--- config.mk ---
export PLATFORM = sky130hd
export DESIGN_NAME = cdp1802_cycle_seq
export DESIGN_NICKNAME = d
export VERILOG_FILES = /design/src/rtl/cdp1802_pkg.sv /design/src/rtl/cdp1802_dma_arb.sv /design/src/rtl/cdp1802_cycle_seq.sv
export SDC_FILE = /design/constraint.sdc
export NUM_CORES = 1
export LEC_CHECK = 0
export CORE_MARGIN = 2
export CORE_UTILIZATION = 48
export CTS_CLUSTER_DIAMETER = 150
export DETAILED_ROUTE_END_ITERATION = 10
export HOLD_SLACK_MARGIN = 0.12
export PLACE_DENSITY = 0.83
export SETUP_SLACK_MARGIN = 0.2
export SLEW_MARGIN = 20
export SYNTH_ARGS = -nofsm -noshare
export SYNTH_HDL_FRONTEND = slang
export SYNTH_HIERARCHICAL = 1
export SYNTH_SLANG_ARGS = --single-unit
export TNS_END_PERCENT = 10
--- constraint.sdc ---
create_clock -name CLOCK -period 3 [get_ports CLOCK]
set_input_delay 0.6 -clock CLOCK [delete_from_list [all_inputs] [get_ports CLOCK]]
set_output_delay 0.6 -clock CLOCK [all_outputs]
set_load 0.05 [all_outputs]
--- src/rtl/cdp1802_pkg.sv ---
// rtl/cdp1802_pkg.sv - shared state codes and strobe-phase helpers for the CDP1802 cycle sequencer
package cdp1802_pkg;

  typedef enum logic [1:0] {
    SC_FETCH = 2'b00,
    SC_EXEC  = 2'b01,
    SC_DMA   = 2'b10,
    SC_INT   = 2'b11
  } sc_e;

  localparam logic [3:0] TPA_PHASE = 4'd1;
  localparam logic [3:0] MRD_FIRST = 4'd1;

  function automatic logic [3:0] last_phase(input int cycle_clks);
    return 4'(cycle_clks - 1);
  endfunction

  function automatic logic [3:0] tpb_phase(input int cycle_clks);
    return 4'(cycle_clks - 2);
  endfunction

  function automatic logic [3:0] mwr_first(input int cycle_clks);
    return 4'(cycle_clks - 3);
  endfunction

  function automatic logic [3:0] mwr_last(input int cycle_clks);
    return 4'(cycle_clks - 2);
  endfunction

endpackage

--- src/rtl/cdp1802_dma_arb.sv ---
// rtl/cdp1802_dma_arb.sv - DMA channel grant, round-robin under CDP1802_DMA_ROUND_ROBIN_EN
module cdp1802_dma_arb #(
  parameter int DMA_CH = 2
) (
  input  logic              CLOCK,
  input  logic              CLEAR_N,
  input  logic [DMA_CH-1:0] req,
  input  logic              advance,
  output logic [DMA_CH-1:0] grant
);

  localparam int PW = (DMA_CH > 1) ? $clog2(DMA_CH) : 1;

`ifdef CDP1802_DMA_ROUND_ROBIN_EN
  logic [PW-1:0] last_q;
  logic [PW-1:0] grant_idx;

  // Search starts one past the previous winner and wraps, so every channel gets a turn
  always_comb begin
    int idx;
    grant     = '0;
    grant_idx = last_q;
    idx       = 0;
    for (int i = 1; i <= DMA_CH; i++) begin
      idx = int'(last_q) + i;
      if (idx >= DMA_CH) idx = idx - DMA_CH;
      if (grant == '0 && req[idx[PW-1:0]]) begin
        grant[idx[PW-1:0]] = 1'b1;
        grant_idx          = idx[PW-1:0];
      end
    end
  end

  // Remember the winner only when the grant is actually taken at a cycle boundary
  always_ff @(posedge CLOCK or negedge CLEAR_N) begin
    if (!CLEAR_N) last_q <= PW'(DMA_CH - 1);
    else if (advance && (|grant)) last_q <= grant_idx;
  end
`else
  // Fixed priority: the lowest requesting index wins
  always_comb begin
    grant = '0;
    for (int i = DMA_CH - 1; i >= 0; i--) begin
      if (req[i]) begin
        grant    = '0;
        grant[i] = 1'b1;
      end
    end
  end

  logic unused_fixed;
  assign unused_fixed = ^{CLOCK, CLEAR_N, advance};
`endif

endmodule

--- src/rtl/cdp1802_cycle_seq.sv ---
// rtl/cdp1802_cycle_seq.sv - CDP1802 machine-cycle sequencer (optional CDP1802_DMA_ROUND_ROBIN_EN)
module cdp1802_cycle_seq
  import cdp1802_pkg::*;
#(
  parameter int                CYCLE_CLKS = 8,
  parameter int                DMA_CH     = 2,
  parameter logic [DMA_CH-1:0] DMA_DIR    = 2'b01,
  parameter int                INT_SRC    = 1,
  localparam int               IW         = (INT_SRC > 1) ? $clog2(INT_SRC) : 1
) (
  input  logic               CLOCK,
  input  logic               CLEAR_N,
  input  logic               WAIT_N,
  input  logic               load_mode,
  input  logic               core_next,
  input  logic               core_rd,
  input  logic               core_wr,
  input  logic               ie_set,
  input  logic               ie_clr,
  input  logic [DMA_CH-1:0]  dma_req,
  input  logic [INT_SRC-1:0] int_req,
  output logic [1:0]         SC,
  output logic [3:0]         phase,
  output logic               cyc_end,
  output logic               init,
  output logic               TPA,
  output logic               TPB,
  output logic               MRD_N,
  output logic               MWR_N,
  output logic [DMA_CH-1:0]  dma_ack,
  output logic               int_ack,
  output logic [IW-1:0]      int_id,
  output logic               IE
);

  sc_e               sc_q, sc_d, sc_arb;
  logic [3:0]        phase_q, phase_d;
  logic              init_q, init_d, idle_q, idle_d, idle_arb;
  logic              ie_q, ie_d, last_next_q, last_next_d, wait_q, wait_d;
  logic [DMA_CH-1:0] dma_ack_q, dma_ack_d, dma_grant;
  logic              int_ack_q, int_ack_d;
  logic [IW-1:0]     int_id_q, int_id_d, low_int;
  logic              real_s1, want_s1, quiet, dma_in, dma_out, rd_cycle, wr_cycle;

  assign cyc_end = !wait_q && (phase_q == last_phase(CYCLE_CLKS));
  assign real_s1 = (sc_q == SC_EXEC) && !init_q && !idle_q;
  assign want_s1 = real_s1 ? core_next : last_next_q;

  cdp1802_dma_arb #(.DMA_CH(DMA_CH)) u_dma_arb (
    .CLOCK   (CLOCK),
    .CLEAR_N (CLEAR_N),
    .req     (dma_req),
    .advance (cyc_end && (sc_arb == SC_DMA)),
    .grant   (dma_grant)
  );

  // Lowest active interrupt source index
  always_comb begin
    low_int = '0;
    for (int i = INT_SRC - 1; i >= 0; i--) begin
      if (int_req[i]) low_int = IW'(i);
    end
  end

  // Cycle-boundary arbitration: which state the next machine cycle runs
  always_comb begin
    sc_arb   = SC_FETCH;
    idle_arb = 1'b0;
    if (load_mode) begin
      sc_arb   = (|dma_req) ? SC_DMA : SC_EXEC;
      idle_arb = !(|dma_req);
    end else if (sc_q == SC_FETCH) sc_arb = SC_EXEC;
    else if (|dma_req)             sc_arb = SC_DMA;
    else if (sc_q == SC_INT)       sc_arb = SC_FETCH;
    else if (ie_q && (|int_req))   sc_arb = SC_INT;
    else if (want_s1)              sc_arb = SC_EXEC;
    else                           sc_arb = SC_FETCH;
  end

  // Next-state: phase count, wait hold, and the commit of arbitration results at cyc_end
  always_comb begin
    phase_d     = phase_q;
    sc_d        = sc_q;
    init_d      = init_q;
    idle_d      = idle_q;
    ie_d        = ie_q;
    last_next_d = last_next_q;
    wait_d      = wait_q;
    dma_ack_d   = dma_ack_q;
    int_ack_d   = int_ack_q;
    int_id_d    = int_id_q;
    if (wait_q) begin
      phase_d = '0;
      wait_d  = !WAIT_N;
    end else if (cyc_end) begin
      phase_d   = '0;
      wait_d    = !WAIT_N;
      sc_d      = sc_arb;
      init_d    = 1'b0;
      idle_d    = idle_arb;
      dma_ack_d = (sc_arb == SC_DMA) ? dma_grant : '0;
      int_ack_d = (sc_arb == SC_INT);
      if (real_s1) last_next_d = core_next;
      if (sc_arb == SC_INT) int_id_d = low_int;
      if (ie_set) ie_d = 1'b1;
      if (ie_clr || (sc_arb == SC_INT)) ie_d = 1'b0;
    end else begin
      phase_d = phase_q + 4'd1;
    end
  end

  // State register; reset lands in the init S1 cycle with strobes idle
  always_ff @(posedge CLOCK or negedge CLEAR_N) begin
    if (!CLEAR_N) begin
      phase_q     <= '0;
      sc_q        <= SC_EXEC;
      init_q      <= 1'b1;
      idle_q      <= 1'b0;
      ie_q        <= 1'b1;
      last_next_q <= 1'b0;
      wait_q      <= 1'b0;
      dma_ack_q   <= '0;
      int_ack_q   <= 1'b0;
      int_id_q    <= '0;
    end else begin
      phase_q     <= phase_d;
      sc_q        <= sc_d;
      init_q      <= init_d;
      idle_q      <= idle_d;
      ie_q        <= ie_d;
      last_next_q <= last_next_d;
      wait_q      <= wait_d;
      dma_ack_q   <= dma_ack_d;
      int_ack_q   <= int_ack_d;
      int_id_q    <= int_id_d;
    end
  end

  // Strobe decode; read takes precedence so MRD_N and MWR_N never overlap
  assign quiet    = init_q || idle_q || wait_q;
  assign dma_in   = |(dma_ack_q & DMA_DIR);
  assign dma_out  = |(dma_ack_q & ~DMA_DIR);
  assign rd_cycle = (sc_q == SC_FETCH) || ((sc_q == SC_EXEC) && core_rd) ||
                    ((sc_q == SC_DMA) && dma_out);
  assign wr_cycle = ((sc_q == SC_EXEC) && core_wr) || ((sc_q == SC_DMA) && dma_in);

  assign TPA   = !quiet && (phase_q == TPA_PHASE);
  assign TPB   = !quiet && (phase_q == tpb_phase(CYCLE_CLKS));
  assign MRD_N = !(!quiet && rd_cycle && (phase_q >= MRD_FIRST));
  assign MWR_N = !(!quiet && wr_cycle && !rd_cycle &&
                   (phase_q >= mwr_first(CYCLE_CLKS)) && (phase_q <= mwr_last(CYCLE_CLKS)));

  assign SC      = sc_q;
  assign phase   = phase_q;
  assign init    = init_q;
  assign dma_ack = dma_ack_q;
  assign int_ack = int_ack_q;
  assign int_id  = int_id_q;
  assign IE      = ie_q;

endmodule

==> impl_metrics.py, run 1 <==
metrics = {
    "outcome": {
        "status": "completed",
    },
    "synth": {
        "synth_top_family_by_area": "simple AND/OR/NAND/NOR gates",
        "syn_nets": 102,
        "yosys_warnings": 6,
        "async_reset_ff_frac": 1.00,
        "synthMuxAreaShare": 0.0361,
        "synth_xor_area_frac": 0.0202,
        "synth.top_cell.area_share": 0.317,
        "netlist_area_um2": 867,
        "synthTopCellsByCount": "dfrtp_1, a21oi_1, nand2_1, nor2_1",
        "synth_area_leaders": "dfrtp_1, dfstp_2, ha_1",
        "synth_cell_type_count": 41,
        "avgSynthCellArea_um2": 10.1,
        "synthFlopType": "dfrtp_1",
        "yosys.area.top_type": "dfrtp_1",
        "synth-edff-count": 0,
        "synth_fa_ha_area_frac": 0.0577,
        "ys_seq_area_frac": 0.408,
        "synth_cells": 86,
        "ys_ff_latch": 14,
        "synth-simple-area-share": 0.271,
        "synth_compound_area_frac": 0.130,
        "synth_most_common_cell": "dfrtp_1",
    },
    "finish": {
        "nNetsFinal": 129,
        "fin_util": 0.684,
        "layout-drive-gt1-share": 0.152,
        "postLayoutCellArea_um2": 1170,
        "area_growth_pct": 34.8,
        "final_cells": 137,
        "antenna_cells": 0,
    },
    "setup_path": {
        "crit_fanout": 3,
        "crit_type": "reg -> out",
        "start_kind": "flip-flop",
        "end_kind": "primary output",
        "arrival_ns": 2.15,
        "crit_required_ns": 2.40,
    },
    "floorplan": {
        "fp.dieH_um": 46.5,
        "dieArea_um2": 2160,
        "initial_core_util": 0.508,
        "ios": 29,
        "core_area_um2": 1710,
        "die_w_um": 46.5,
        "rows": 15,
    },
    "detailed_routing": {
        "wl_mm": 1.71,
        "ant_nets": 0,
        "dr.pass1.iters": 4,
        "drtIter0Drc": 24,
        "drc": 0,
        "vias_per_cell": 5.12,
        "vias": 701,
        "post_drt_wl_per_cell_um": 12.5,
    },
    "clock_tree": {
        "cts.htree.levels": 1,
        "clkLatencyLatePin_ns": 0.28,
        "cts_setup_buffers": 0,
        "cts.clk_slew.worst_paths_ns": 0.09,
        "ctsLongestPathBuffers": 2,
        "cts_made_buffers": 3,
        "cts_root_buf": "clkbuf_4",
        "cts_tree": "yes",
        "cts_sinks": 14,
    },
    "timing": {
        "timing.setup.tns_ns": 0,
        "fin_crit_sh": 0.917,
        "period_minus_slack_ns": 2.75,
        "skew_ns": 0.00618,
        "setup_viol": 0,
        "fmax_mhz": 364,
        "slew_headroom": 0.601,
        "worst_slew_pin_slew_ns": 0.597,
        "rsz0062_at_grt": "true",
        "drv_slew": 0,
        "hold_violations": 0,
    },
    "grt": {
        "grt_use_met2": 0.319,
        "overflow": 0,
        "grtUsageMet3": 0.0118,
        "antenna_found_initial": 0,
        "grt_pass1_vias": 656,
        "grtUsageMet1": 0.252,
        "busiest_layer": "met2",
        "gr-usage-all-layers": 0.194,
        "grt_pass1_wl_mm": 2.92,
        "grt_max_degree": 15,
    },
    "pwr": {
        "powerDensity_nw_per_um2": 1100,
        "leakage_nw": 0.518,
        "peakVddDrop_mv": 0.753,
    },
    "placement": {
        "place_congestion": 0.719,
        "dp_cells": 133,
        "dpl.hpwl_mm": 1.32,
        "dpl-instance-area_um2": 1130,
        "io_buffers": 27,
    },
    "job": {
        "drv_cap": 0,
    },
    "min_path": {
        "hold_class": "reg -> reg",
    },
}
[sequential cells by signal, indices dropped and copies added, names as in the netlist]
signal       count
phase            4
init             1
dma_ack          2
int_ack          1
idle_q           1
wait_q           1
IE               1
last_next_q      1
SC               2
[layer usage]
layer	share of wire	vias up
met1	0.47	325
li1	-	356
met4	0.012	0
met2	0.49	18
met3	0.032	2
met5	0	-
[logic make-up after synthesis]
logic type	count (synthesis)
AND/OR/NAND/NOR	34
AO/OA/AOI/OAI	17
flip-flops	14
buffers and inverters	11
adder cells (fa/ha/maj)	4
multiplexers	3
XOR/XNOR	2
other	1
[worst max-delay path, stage by stage, from the launching register on]
cell and delay (ns):
dfrtp_1 0.42, nor3_1 0.32, and3b_1 0.23, and2_1 0.12, clkdlybuf4s50_1 0.79
[report_power, final]
group / switching, mW / leakage, nW / internal [mW]
logic: 0.487 / 0.327 / 0.283
registers: 0.110 / 0.170 / 0.272
clock network: 0.0606 / 0.0210 / 0.0737
total: 0.657 / 0.518 / 0.629
[through the flow]
stage	hold WS (ns)	total power, mW	worst slack [ns]
floorplan	0.304	0.936	0.545
global placement	0.460	1.15	0.417
detailed placement	0.468	1.16	0.372
CTS	0.489	1.30	0.136
global route	0.515	1.37	0.136
finish	0.486	1.29	0.250
[final timing paths]
| path | slack [ns] | depth (start not counted) | endpoint | from |
|---|---|---|---|---|
| max | 0.25 | 4 | TPB | idle_q |
| max reg2reg | 1.33 | 6 | last_next_q | phase[0] |
| min reg2reg | 0.49 | 1 | int_ack | int_ack |
| min | 0.49 | 1 | int_ack | int_ack |
| max in group asynchronous | 1.92 | 1 | phase[1] | CLEAR_N |
| min in group asynchronous | 0.69 | 1 | int_ack | CLEAR_N |
[final cells by class]
cell class              count  area (µm²)
fillers                   138         539
multi-input cells          61         450
flip-flops and latches     14         354
repair buffers             27         269
clock buffers               4        36.3
well taps                  25        31.3
inverters                   6        27.5
[cell usage in the layout (no fill, tap or decap), types with 2 or more instances in the layout]
cell type / count
a21oi_1: 7
o211ai_1: 2
clkdlybuf4s50_1: 24
a211oi_1: 2
and3_1: 2
nand2_1: 5
nor2_1: 5
nand3_1: 2
a22o_1: 2
nor2b_1: 2
clkbuf_4: 3
inv_1: 4
mux2i_1: 2
dfrtp_1: 11
xnor2_1: 2
dfstp_2: 3
nand3b_1: 2
ha_1: 4
nor3_1: 4
[what timing repair did]
item	CTS	global route
gates resized for setup	1	1
hold buffers	0	0
endpoints found under the setup margin	2	2
(Power assumes the default switching activity.)
==> run 2, diff against run 1 <==
--- a/config.mk
+++ b/config.mk
@@ -5,6 +5,7 @@
 export SDC_FILE = /design/constraint.sdc
 export NUM_CORES = 1
 export LEC_CHECK = 0
+export ABC_AREA = 1
 export CORE_MARGIN = 2
 export CORE_UTILIZATION = 48
 export CTS_CLUSTER_DIAMETER = 150
==> impl_metrics.py, run 2 <==
metrics = {
    "floorplan": {
        "core_area_um2": 1710,
        "fp.dieH_um": 46.6,
        "dieArea_um2": 2170,
        "initial_core_util": 0.510,
        "ios": 29,
        "rows": 15,
        "die_w_um": 46.6,
    },
    "timing": {
        "skew_ns": 0.000911,
        "holdWs_ns": 0.462,
        "worst_slack_ns": 0.318,
        "drv_slew": 0,
        "fmax_mhz": 373,
        "hold_violations": 0,
        "rsz0062_at_grt": "false",
        "worst_slew_pin_slew_ns": 0.619,
        "fin_crit_sh": 0.894,
        "period_minus_slack_ns": 2.68,
        "slew_headroom": 0.586,
        "timing.setup.tns_ns": 0,
        "setup_viol": 0,
    },
    "setup_path": {
        "crit_type": "reg -> out",
        "crit_required_ns": 2.40,
        "max_stage_delay_ns": 0.83,
        "cp.depth": 5,
        "cp_slowest_cell": "clkdlybuf4s50_1",
        "arrival_ns": 2.08,
        "crit_chain": "inv_1 -> ha_1 -> inv_1 -> nor4_2 -> clkdlybuf4s50_1",
        "crit_buf_inv": 3,
        "crit_fanout": 5,
        "reg2reg_depth": 8,
        "cp_common_cell": "inv_1",
        "end_kind": "primary output",
        "critPathTopFamily": "buffers and inverters",
        "start_kind": "flip-flop",
    },
    "finish": {
        "largest_reg_flops": 4,
        "layout-drive-gt1-share": 0.146,
        "multiInputGateArea_um2": 413,
        "nNetsFinal": 154,
        "layout_common_cells": "nand2_1, clkdlybuf4s50_1, inv_1",
        "fin_util": 0.685,
        "area_growth_pct": 34.3,
        "fillers": 135,
        "mostFrequentLayoutCell": "nand2_1",
        "final-seq-area_um2": 354,
        "antenna_cells": 0,
    },
    "min_path": {
        "hold_class": "reg -> reg",
        "holdPathStages": 2,
    },
    "grt": {
        "antenna_found_initial": 0,
        "grt_pass1_wl_mm": 2.70,
        "grt_max_degree": 15,
        "grt_pass1_vias": 628,
        "overflow": 0,
        "gr-usage-all-layers": 0.183,
    },
    "synth": {
        "yosys_warnings": 6,
        "netlist_area_um2": 871,
        "avgSynthCellArea_um2": 7.99,
        "synth_cells": 109,
        "syn_nets": 125,
    },
    "clock_tree": {
        "cts_tree": "yes",
        "cts_resized": 0,
        "cts.htree.levels": 1,
        "cts_root_buf": "clkbuf_4",
        "cts_setup_buffers": 0,
        "cts_hold_buf": 0,
        "cts_sinks": 14,
        "clkLatencyLatePin_ns": 0.27,
        "ctsLongestPathBuffers": 2,
        "cts.clk_slew.worst_paths_ns": 0.08,
        "cts_made_buffers": 3,
    },
    "pwr": {
        "powerDensity_nw_per_um2": 1140,
        "finalPower_mw": 1.34,
        "peakVddDrop_mv": 0.672,
        "leakage_nw": 0.553,
    },
    "placement": {
        "dpl.hpwl_mm": 1.43,
        "place_congestion": 0.766,
        "preCtsSetupSlack_ns": 0.603,
        "io_buffers": 27,
    },
    "outcome": {
        "status": "completed",
    },
    "detailed_routing": {
        "drtIter0Drc": 18,
        "ant_nets": 0,
        "vias_per_cell": 4.78,
        "dr.pass1.iters": 4,
        "vias": 774,
        "post_drt_wl_per_cell_um": 10.9,
        "wl_mm": 1.76,
        "drc": 0,
    },
    "job": {
        "drv_cap": 0,
    },
}
-- run 2: path summary, 6_finish.rpt --
check | endpoint | start | slack, ns
setup / recovery | TPA | phase[1] | 0.32
hold / removal | init | init | 0.46
setup reg to reg | dma_ack[0] | phase[0] | 1.39
hold reg to reg | init | init | 0.46
max in group asynchronous | dma_ack[0] | CLEAR_N | 1.89
min in group asynchronous | phase[2] | CLEAR_N | 0.71
-- run 2: worst reg2reg max path, delay by kind of cell, from the launching register on --
family | cells | cell delay, ns
buffers and inverters | 1 | 0.22
and+or+nand+nor | 6 | 0.64
adders and majority gates | 1 | 0.27
DFF | 1 | 0.44
-- run 2: power breakdown --
part / leakage, nW / switching, mW / internal (mW)
Combinational: 0.372 / 0.561 / 0.281
Sequential: 0.166 / 0.102 / 0.281
Clock: 0.0150 / 0.0586 / 0.0515
Total: 0.553 / 0.722 / 0.613
-- run 2: routing by layer --
layer  wire length, µm  global-route usage
met1               802               0.240
met2               852               0.283
met3                88              0.0392
met4                19              0.0857
met5                 0                   0
-- run 2: final cells by class --
class	count	area share
Multi-Input combinational cell	73	0.353
Inverter	18	0.0620
Sequential cell	14	0.303
Tap cell	25	0.0267
Timing Repair Buffer	28	0.233
Clock buffer	4	0.0225
-- run 2: through the flow --
step / std cells / instance area [µm²]
3_5_place_dp: 158 / 1140
2_1_floorplan: 109 / 877
4_1_cts: 162 / 1170
6_report: 162 / 1170
3_3_place_gp: 158 / 1140
5_1_grt: 162 / 1170
==> run 3, diff against run 2 <==
--- a/config.mk
+++ b/config.mk
@@ -18,4 +18,4 @@
 export SYNTH_HDL_FRONTEND = slang
 export SYNTH_HIERARCHICAL = 1
 export SYNTH_SLANG_ARGS = --single-unit
-export TNS_END_PERCENT = 10
+export TNS_END_PERCENT = 1
==> results of run 3 <==
Final layout, timing and power as in run 2 (identical DEF).
